`src/rtl/pipeline_ctrl_if.sv`:
```
// ============================================================================
// Module      : pipeline_ctrl_if
// Description : Hazard inputs and stall/flush controls shared between the
//               pipeline datapath (master) and the pipeline controller (slave).
// Revision    : 1.0 - initial release
// ============================================================================
`default_nettype none

interface pipeline_ctrl_if;
    // Hazard and event indications from the datapath
    logic load_use_hazard;
    logic muldiv_start;
    logic dmem_req;
    logic dmem_data_ok;
    logic exc_valid;
    // Pipeline controls back to the datapath
    logic PC_Stall;
    logic IF_ID_Stall;
    logic ID_EX_Stall;
    logic EX_MEM_Stall;
    logic MEM_WB_Stall;
    logic IF_ID_Flush;
    logic ID_EX_Flush;
    logic EX_MEM_Flush;
    logic MEM_WB_Flush;
    logic exc_redirect;
    logic muldiv_done;

    modport master (
        output load_use_hazard, muldiv_start, dmem_req, dmem_data_ok, exc_valid,
        input  PC_Stall, IF_ID_Stall, ID_EX_Stall, EX_MEM_Stall, MEM_WB_Stall,
        input  IF_ID_Flush, ID_EX_Flush, EX_MEM_Flush, MEM_WB_Flush,
        input  exc_redirect, muldiv_done
    );

    modport slave (
        input  load_use_hazard, muldiv_start, dmem_req, dmem_data_ok, exc_valid,
        output PC_Stall, IF_ID_Stall, ID_EX_Stall, EX_MEM_Stall, MEM_WB_Stall,
        output IF_ID_Flush, ID_EX_Flush, EX_MEM_Flush, MEM_WB_Flush,
        output exc_redirect, muldiv_done
    );
endinterface

`default_nettype wire

```
`src/rtl/pipeline_ctrl.sv`:
```
// ============================================================================
// Module      : pipeline_ctrl
// Description : Pipeline stall/flush controller. Handles exceptions, data
//               memory wait states, multi-cycle mul/div stalls and load-use
//               bubbles. Optional macro PIPE_STALL_CNT_EN adds a saturating
//               32-bit stall_cycles counter of cycles with PC_Stall=1.
// Revision    : 1.0 - initial release
// ============================================================================
`default_nettype none

module pipeline_ctrl #(
    parameter int MULDIV_LAT = 32       // mul/div stall length, 1..63
) (
    input  wire logic        clk,
    input  wire logic        rst_n,
`ifdef PIPE_STALL_CNT_EN
    output logic [31:0]      stall_cycles,
`endif
    pipeline_ctrl_if.slave   bus
);

    localparam logic [5:0] c_CNT_LOAD = 6'(MULDIV_LAT - 1);

    typedef enum logic [1:0] {
        S_RUN      = 2'd0,
        S_MEM_WAIT = 2'd1,
        S_MULDIV   = 2'd2
    } state_t;

    state_t     r_state;
    logic [5:0] r_cnt;

    // A data access is outstanding when requested but not yet completed
    logic w_mem_pending;
    assign w_mem_pending = bus.dmem_req && !bus.dmem_data_ok;

    // State and mul/div countdown; reset abandons any operation in flight
    always_ff @(posedge clk or negedge rst_n) begin
        if (!rst_n) begin
            r_state <= S_RUN;
            r_cnt   <= 6'd0;
        end else begin
            case (r_state)
                S_RUN: begin
                    if (bus.exc_valid) begin
                        r_state <= S_RUN;
                    end else if (w_mem_pending) begin
                        r_state <= S_MEM_WAIT;
                    end else if (bus.muldiv_start) begin
                        r_state <= S_MULDIV;
                        r_cnt   <= c_CNT_LOAD;
                    end
                end
                S_MEM_WAIT: begin
                    if (bus.dmem_data_ok) begin
                        r_state <= S_RUN;
                    end
                end
                S_MULDIV: begin
                    if (bus.exc_valid) begin
                        r_state <= S_RUN;
                        r_cnt   <= 6'd0;
                    end else if (r_cnt != 6'd0) begin
                        r_cnt   <= r_cnt - 6'd1;
                    end else begin
                        r_state <= S_RUN;
                    end
                end
                default: begin
                    r_state <= S_RUN;
                    r_cnt   <= 6'd0;
                end
            endcase
        end
    end

    // Stall/flush decode; everything forced low while reset is held
    always_comb begin
        bus.PC_Stall     = 1'b0;
        bus.IF_ID_Stall  = 1'b0;
        bus.ID_EX_Stall  = 1'b0;
        bus.EX_MEM_Stall = 1'b0;
        bus.MEM_WB_Stall = 1'b0;
        bus.IF_ID_Flush  = 1'b0;
        bus.ID_EX_Flush  = 1'b0;
        bus.EX_MEM_Flush = 1'b0;
        bus.MEM_WB_Flush = 1'b0;
        bus.exc_redirect = 1'b0;
        bus.muldiv_done  = 1'b0;
        if (rst_n) begin
            case (r_state)
                S_RUN: begin
                    if (bus.exc_valid) begin
                        bus.IF_ID_Flush  = 1'b1;
                        bus.ID_EX_Flush  = 1'b1;
                        bus.EX_MEM_Flush = 1'b1;
                        bus.MEM_WB_Flush = 1'b1;
                        bus.exc_redirect = 1'b1;
                    end else if (w_mem_pending) begin
                        bus.PC_Stall     = 1'b1;
                        bus.IF_ID_Stall  = 1'b1;
                        bus.ID_EX_Stall  = 1'b1;
                        bus.EX_MEM_Stall = 1'b1;
                        bus.MEM_WB_Flush = 1'b1;
                    end else if (bus.muldiv_start) begin
                        bus.PC_Stall     = 1'b1;
                        bus.IF_ID_Stall  = 1'b1;
                        bus.ID_EX_Stall  = 1'b1;
                        bus.EX_MEM_Flush = 1'b1;
                    end else if (bus.load_use_hazard) begin
                        bus.PC_Stall     = 1'b1;
                        bus.IF_ID_Stall  = 1'b1;
                        bus.ID_EX_Flush  = 1'b1;
                    end
                end
                S_MEM_WAIT: begin
                    if (!bus.dmem_data_ok) begin
                        bus.PC_Stall     = 1'b1;
                        bus.IF_ID_Stall  = 1'b1;
                        bus.ID_EX_Stall  = 1'b1;
                        bus.EX_MEM_Stall = 1'b1;
                        bus.MEM_WB_Flush = 1'b1;
                    end
                end
                S_MULDIV: begin
                    if (bus.exc_valid) begin
                        bus.IF_ID_Flush  = 1'b1;
                        bus.ID_EX_Flush  = 1'b1;
                        bus.EX_MEM_Flush = 1'b1;
                        bus.MEM_WB_Flush = 1'b1;
                        bus.exc_redirect = 1'b1;
                    end else if (r_cnt != 6'd0) begin
                        bus.PC_Stall     = 1'b1;
                        bus.IF_ID_Stall  = 1'b1;
                        bus.ID_EX_Stall  = 1'b1;
                        bus.EX_MEM_Flush = 1'b1;
                    end else begin
                        bus.muldiv_done  = 1'b1;
                    end
                end
                default: ;
            endcase
        end
    end

`ifdef PIPE_STALL_CNT_EN
    // Saturating count of cycles in which the PC is held
    always_ff @(posedge clk or negedge rst_n) begin
        if (!rst_n) begin
            stall_cycles <= 32'd0;
        end else if (bus.PC_Stall && (stall_cycles != 32'hFFFF_FFFF)) begin
            stall_cycles <= stall_cycles + 32'd1;
        end
    end
`endif

endmodule

`default_nettype wire

```
`src/flat_wrapper.sv`:
```
// flat-port wrapper written by rule: the top's interface ports become plain ports
module pipeline_ctrl_flat 
#(
    parameter int MULDIV_LAT = 32                                     
)
  (clk, rst_n, bus_load_use_hazard, bus_muldiv_start, bus_dmem_req, bus_dmem_data_ok, bus_exc_valid, bus_PC_Stall, bus_IF_ID_Stall, bus_ID_EX_Stall, bus_EX_MEM_Stall, bus_MEM_WB_Stall, bus_IF_ID_Flush, bus_ID_EX_Flush, bus_EX_MEM_Flush, bus_MEM_WB_Flush, bus_exc_redirect, bus_muldiv_done);
  pipeline_ctrl_if bus_i ();
  input  wire logic clk;
  input  wire logic rst_n;
  input wire logic [$bits(bus_i.load_use_hazard)-1:0] bus_load_use_hazard;
  input wire logic [$bits(bus_i.muldiv_start)-1:0] bus_muldiv_start;
  input wire logic [$bits(bus_i.dmem_req)-1:0] bus_dmem_req;
  input wire logic [$bits(bus_i.dmem_data_ok)-1:0] bus_dmem_data_ok;
  input wire logic [$bits(bus_i.exc_valid)-1:0] bus_exc_valid;
  output wire logic [$bits(bus_i.PC_Stall)-1:0] bus_PC_Stall;
  output wire logic [$bits(bus_i.IF_ID_Stall)-1:0] bus_IF_ID_Stall;
  output wire logic [$bits(bus_i.ID_EX_Stall)-1:0] bus_ID_EX_Stall;
  output wire logic [$bits(bus_i.EX_MEM_Stall)-1:0] bus_EX_MEM_Stall;
  output wire logic [$bits(bus_i.MEM_WB_Stall)-1:0] bus_MEM_WB_Stall;
  output wire logic [$bits(bus_i.IF_ID_Flush)-1:0] bus_IF_ID_Flush;
  output wire logic [$bits(bus_i.ID_EX_Flush)-1:0] bus_ID_EX_Flush;
  output wire logic [$bits(bus_i.EX_MEM_Flush)-1:0] bus_EX_MEM_Flush;
  output wire logic [$bits(bus_i.MEM_WB_Flush)-1:0] bus_MEM_WB_Flush;
  output wire logic [$bits(bus_i.exc_redirect)-1:0] bus_exc_redirect;
  output wire logic [$bits(bus_i.muldiv_done)-1:0] bus_muldiv_done;
  assign bus_i.load_use_hazard = bus_load_use_hazard;
  assign bus_i.muldiv_start = bus_muldiv_start;
  assign bus_i.dmem_req = bus_dmem_req;
  assign bus_i.dmem_data_ok = bus_dmem_data_ok;
  assign bus_i.exc_valid = bus_exc_valid;
  assign bus_PC_Stall = bus_i.PC_Stall;
  assign bus_IF_ID_Stall = bus_i.IF_ID_Stall;
  assign bus_ID_EX_Stall = bus_i.ID_EX_Stall;
  assign bus_EX_MEM_Stall = bus_i.EX_MEM_Stall;
  assign bus_MEM_WB_Stall = bus_i.MEM_WB_Stall;
  assign bus_IF_ID_Flush = bus_i.IF_ID_Flush;
  assign bus_ID_EX_Flush = bus_i.ID_EX_Flush;
  assign bus_EX_MEM_Flush = bus_i.EX_MEM_Flush;
  assign bus_MEM_WB_Flush = bus_i.MEM_WB_Flush;
  assign bus_exc_redirect = bus_i.exc_redirect;
  assign bus_muldiv_done = bus_i.muldiv_done;
  pipeline_ctrl #(.MULDIV_LAT(MULDIV_LAT)) u_core (.clk(clk), .rst_n(rst_n), .bus(bus_i));
endmodule
```
`config.mk`:
```
export PLATFORM = sky130hd
export DESIGN_NAME = pipeline_ctrl_flat
export DESIGN_NICKNAME = d
export VERILOG_FILES = /design/src/rtl/pipeline_ctrl_if.sv /design/src/rtl/pipeline_ctrl.sv /design/src/flat_wrapper.sv
export SDC_FILE = /design/constraint.sdc
export NUM_CORES = 1
export LEC_CHECK = 0
export CAP_MARGIN = 15
export CORE_MARGIN = 2
export CORE_UTILIZATION = 35
export CTS_CLUSTER_SIZE = 24
export DETAILED_ROUTE_END_ITERATION = 6
export PLACE_DENSITY = 0.59
export SLEW_MARGIN = 20
export SYNTH_ARGS = -nofsm -noshare
export SYNTH_HDL_FRONTEND = slang
export SYNTH_SLANG_ARGS = --single-unit
```
`constraint.sdc`:
```
create_clock -name clk -period 2.7 [get_ports clk]
set_input_delay 0.54 -clock clk [delete_from_list [all_inputs] [get_ports clk]]
set_output_delay 0.54 -clock clk [all_outputs]
set_load 0.02 [all_outputs]
```
==> metrics.md <==
| Metric | Value |
|---|---|
| Final setup fails | 0 |
| WL per Instance | 12.1 um |
| Pwr dens | 570 nW/um2 |
| Initial antenna violation count | 0 |
| Area Growth Syn to Fin | 49.8% |
| Post-CTS Hold Buffers | 0 |
| Syn Inst Count | between 70 and 80 |
| Worst setup EP type | output port |
| Vias | 651 |
| DRC viols | 0 |
| PnR Total Power | 0.000536 W |
| Final Cycle Share | 0.984 |
| Critical Path Source Type | flip-flop |
| Max_cap viols | 0 |
| Clk slew on worst S/H paths | approximately 0.05 ns |
| Critical Path AT | between 2 and 2.5 ns |
| Total wire length | 1.56 mm |
| Hold Crit Class | reg -> reg |
| Die height | around 46 um |
| TritonCTS clock tree | done |
| Mapped Area | 628 um2 |
| IO Pins | 18 |
| GRT Residual Overflow | 0 |
| FMAX | 376 MHz |
| Tmin final | 2.66 ns |
| N_diodes | 0 |
| Sink Count | 8 |
| Standard-cell rows | 15 |
| Number of synthesized flops with an enable pin | 0 |
| Final GP Congestion | 0.806 |
| Status | complete, no violations |
| Fin nets | 114 |
| Initial Utilization | 0.368 |
| CORE AREA | 1710 um2 |
| Post-synth top flop | dfrtp_1 |
| Async S/R FF share, synth | 1.00 |
| Hpwl dp | roughly 1.2 mm |
| Drt pass-1 iters | 4 |
| Synth Warn # | 0 |
| CTS Root Cell | clkbuf_4 |
| Clock Skew | 0.00463 ns |
| Setup WS pre-CTS | -0.157 ns |
| Drt first-iter violations | 20 |
| First-pass GRT wire length | 2.60 mm |
| Longest Clk Path Bufs | 2 |
| Horiz. Die Dim | 46.4 um |
| Worst reg-to-reg setup slack | 0.91 ns |
| RSZ-0062 raised after global routing | true |
| Worst-Skew Late Latency | 0.26 ns |
| Routed Antenna Nets | 0 |
| Seq/Total Area, Yosys | 0.319 |
| PnR worst setup slack | 0.0423 ns |
| Crit Path Category | reg -> out |
| Port Buffers | 16 |
| Final Slew Violations | 0 |
| Max VDD drop | 0.368 mV |
| Total GRT Usage | 0.174 |
| CP max FO | 5 |
| Synth Area per Inst | approximately 8.5 um2 |
| H-tree depth | 1 |
| Largest net degree at the start of global routing | 17 |
| Critical Path RT | 2.16 ns |
| Total CTS buffers | 3 |
| Layout cell share with drive strength beyond 1 | 0.260 |
| #FFs+latches synth | 8 |
| Leak | 0.431 nW |
| Vias per cell | slightly above 5 |
| Full die area | 2150 um2 |
| Netlist cell types | 37 |
| Final Hold Viols | 0 |
| Syn_nets | around 80 |
| Vias in the first global route | 589 |
## per-stage QoR
stage	hold WS (ns)	setup TNS [ns]	util	instance area, um2	std cells
after floorplan	0.244	0	-	628	74
after global placement	0.551	-0.573	0.536	915	125
after detailed placement	0.558	-0.620	0.536	915	125
after CTS	0.570	0	0.548	936	128
after global routing	0.598	-0.127	0.551	941	129
final	0.574	0	0.551	941	129
## cell usage after synthesis (2+ instances only)
cell / count / area (um2)
nor2b_1: 2 / 12.5
o21a_1: 2 / 15.0
and2_1: 2 / 12.5
inv_1: 9 / 33.8
nor3_1: 4 / 20.0
nor3b_1: 3 / 22.5
nor2_1: 5 / 18.8
o21ai_0: 2 / 10.0
buf_4: 3 / 22.5
dfrtp_1: 8 / 200
clkbuf_1: 2 / 7.51
a21oi_1: 4 / 20.0
nand2_1: 3 / 11.3
o32ai_1: 2 / 17.5
## per-layer routing
metal | track usage | share of wire | vias up
met3 | 0.0588 | 0.050 | 0
met2 | 0.244 | 0.46 | 26
li1 | - | - | 331
met4 | 0.0686 | 0 | 0
met5 | 0 | 0 | -
met1 | 0.242 | 0.49 | 294
## cells in the final DEF, fill, tap and decap left out, drive strengths merged, types with 3 or more instances in the layout
cell type and instances:
buf 17, dfrtp 8, a21oi 4, nor3b 3, inv 9, clkbuf 4
nor2 6, dlygate4sd2 3, clkdlybuf4s50 8, nand2 3, nor3 4
## power by group
group | switching [W] | total (W) | leakage, nW | internal (W)
clock | 0.0000394 | 0.0000901 | 0.0138 | 0.0000508
combinational | 0.000116 | 0.000250 | 0.319 | 0.000134
sequential | 0.0000397 | 0.000196 | 0.0978 | 0.000156
## sequential cells by signal, summed over array words and instances (netlist names)
signal / flops
u_core.r_cnt: 6
u_core.r_state: 2
## logic make-up (layout without fill, tap and decap cells)
group	count (synthesis)	count (layout)	synth area share
and+or+nand+nor	29	29	0.303
AOI/OAI and AO/OA	20	20	0.235
buffers and inverters	14	44	0.102
DFF	8	8	0.319
adders and majority gates	1	1	0.0199
other	1	1	0.00597
muxes	1	1	0.0159
## worst max-delay path, stage by stage (launching register included)
cell	delay (ns)
dfrtp_1	0.38
inv_1	0.06
ha_2	0.17
or4b_4	0.49
nor2_4	0.17
a221oi_1	0.10
o21a_1	0.20
clkdlybuf4s15_1	0.29
## cell type report
cell class | instances | area (um2)
clock buffer | 3 | 22.5
fill | 167 | 767
inverter | 9 | 33.8
multi-input combinational | 52 | 372
sequential | 8 | 200
tap | 25 | 31.3
timing repair buffer | 32 | 282
## worst paths after layout
kind | cells past startpoint | end | start
min | 2 | u_core.r_cnt[0] | u_core.r_cnt[0]
min in group asynchronous | 2 | u_core.r_cnt[0] | rst_n
max in group asynchronous | 2 | u_core.r_state[0] | rst_n
max | 7 | bus_IF_ID_Stall | u_core.r_cnt[1]
max reg2reg | 8 | u_core.r_cnt[3] | u_core.r_cnt[1]
min reg2reg | 2 | u_core.r_cnt[0] | u_core.r_cnt[0]
## timing repair
item                       CTS  global route
setup buffers                0             1
pin swaps                    0             1
resized for setup           10             7
setup endpoints to repair    7             5
No activity file was read; power rests on OpenSTA's default activity.
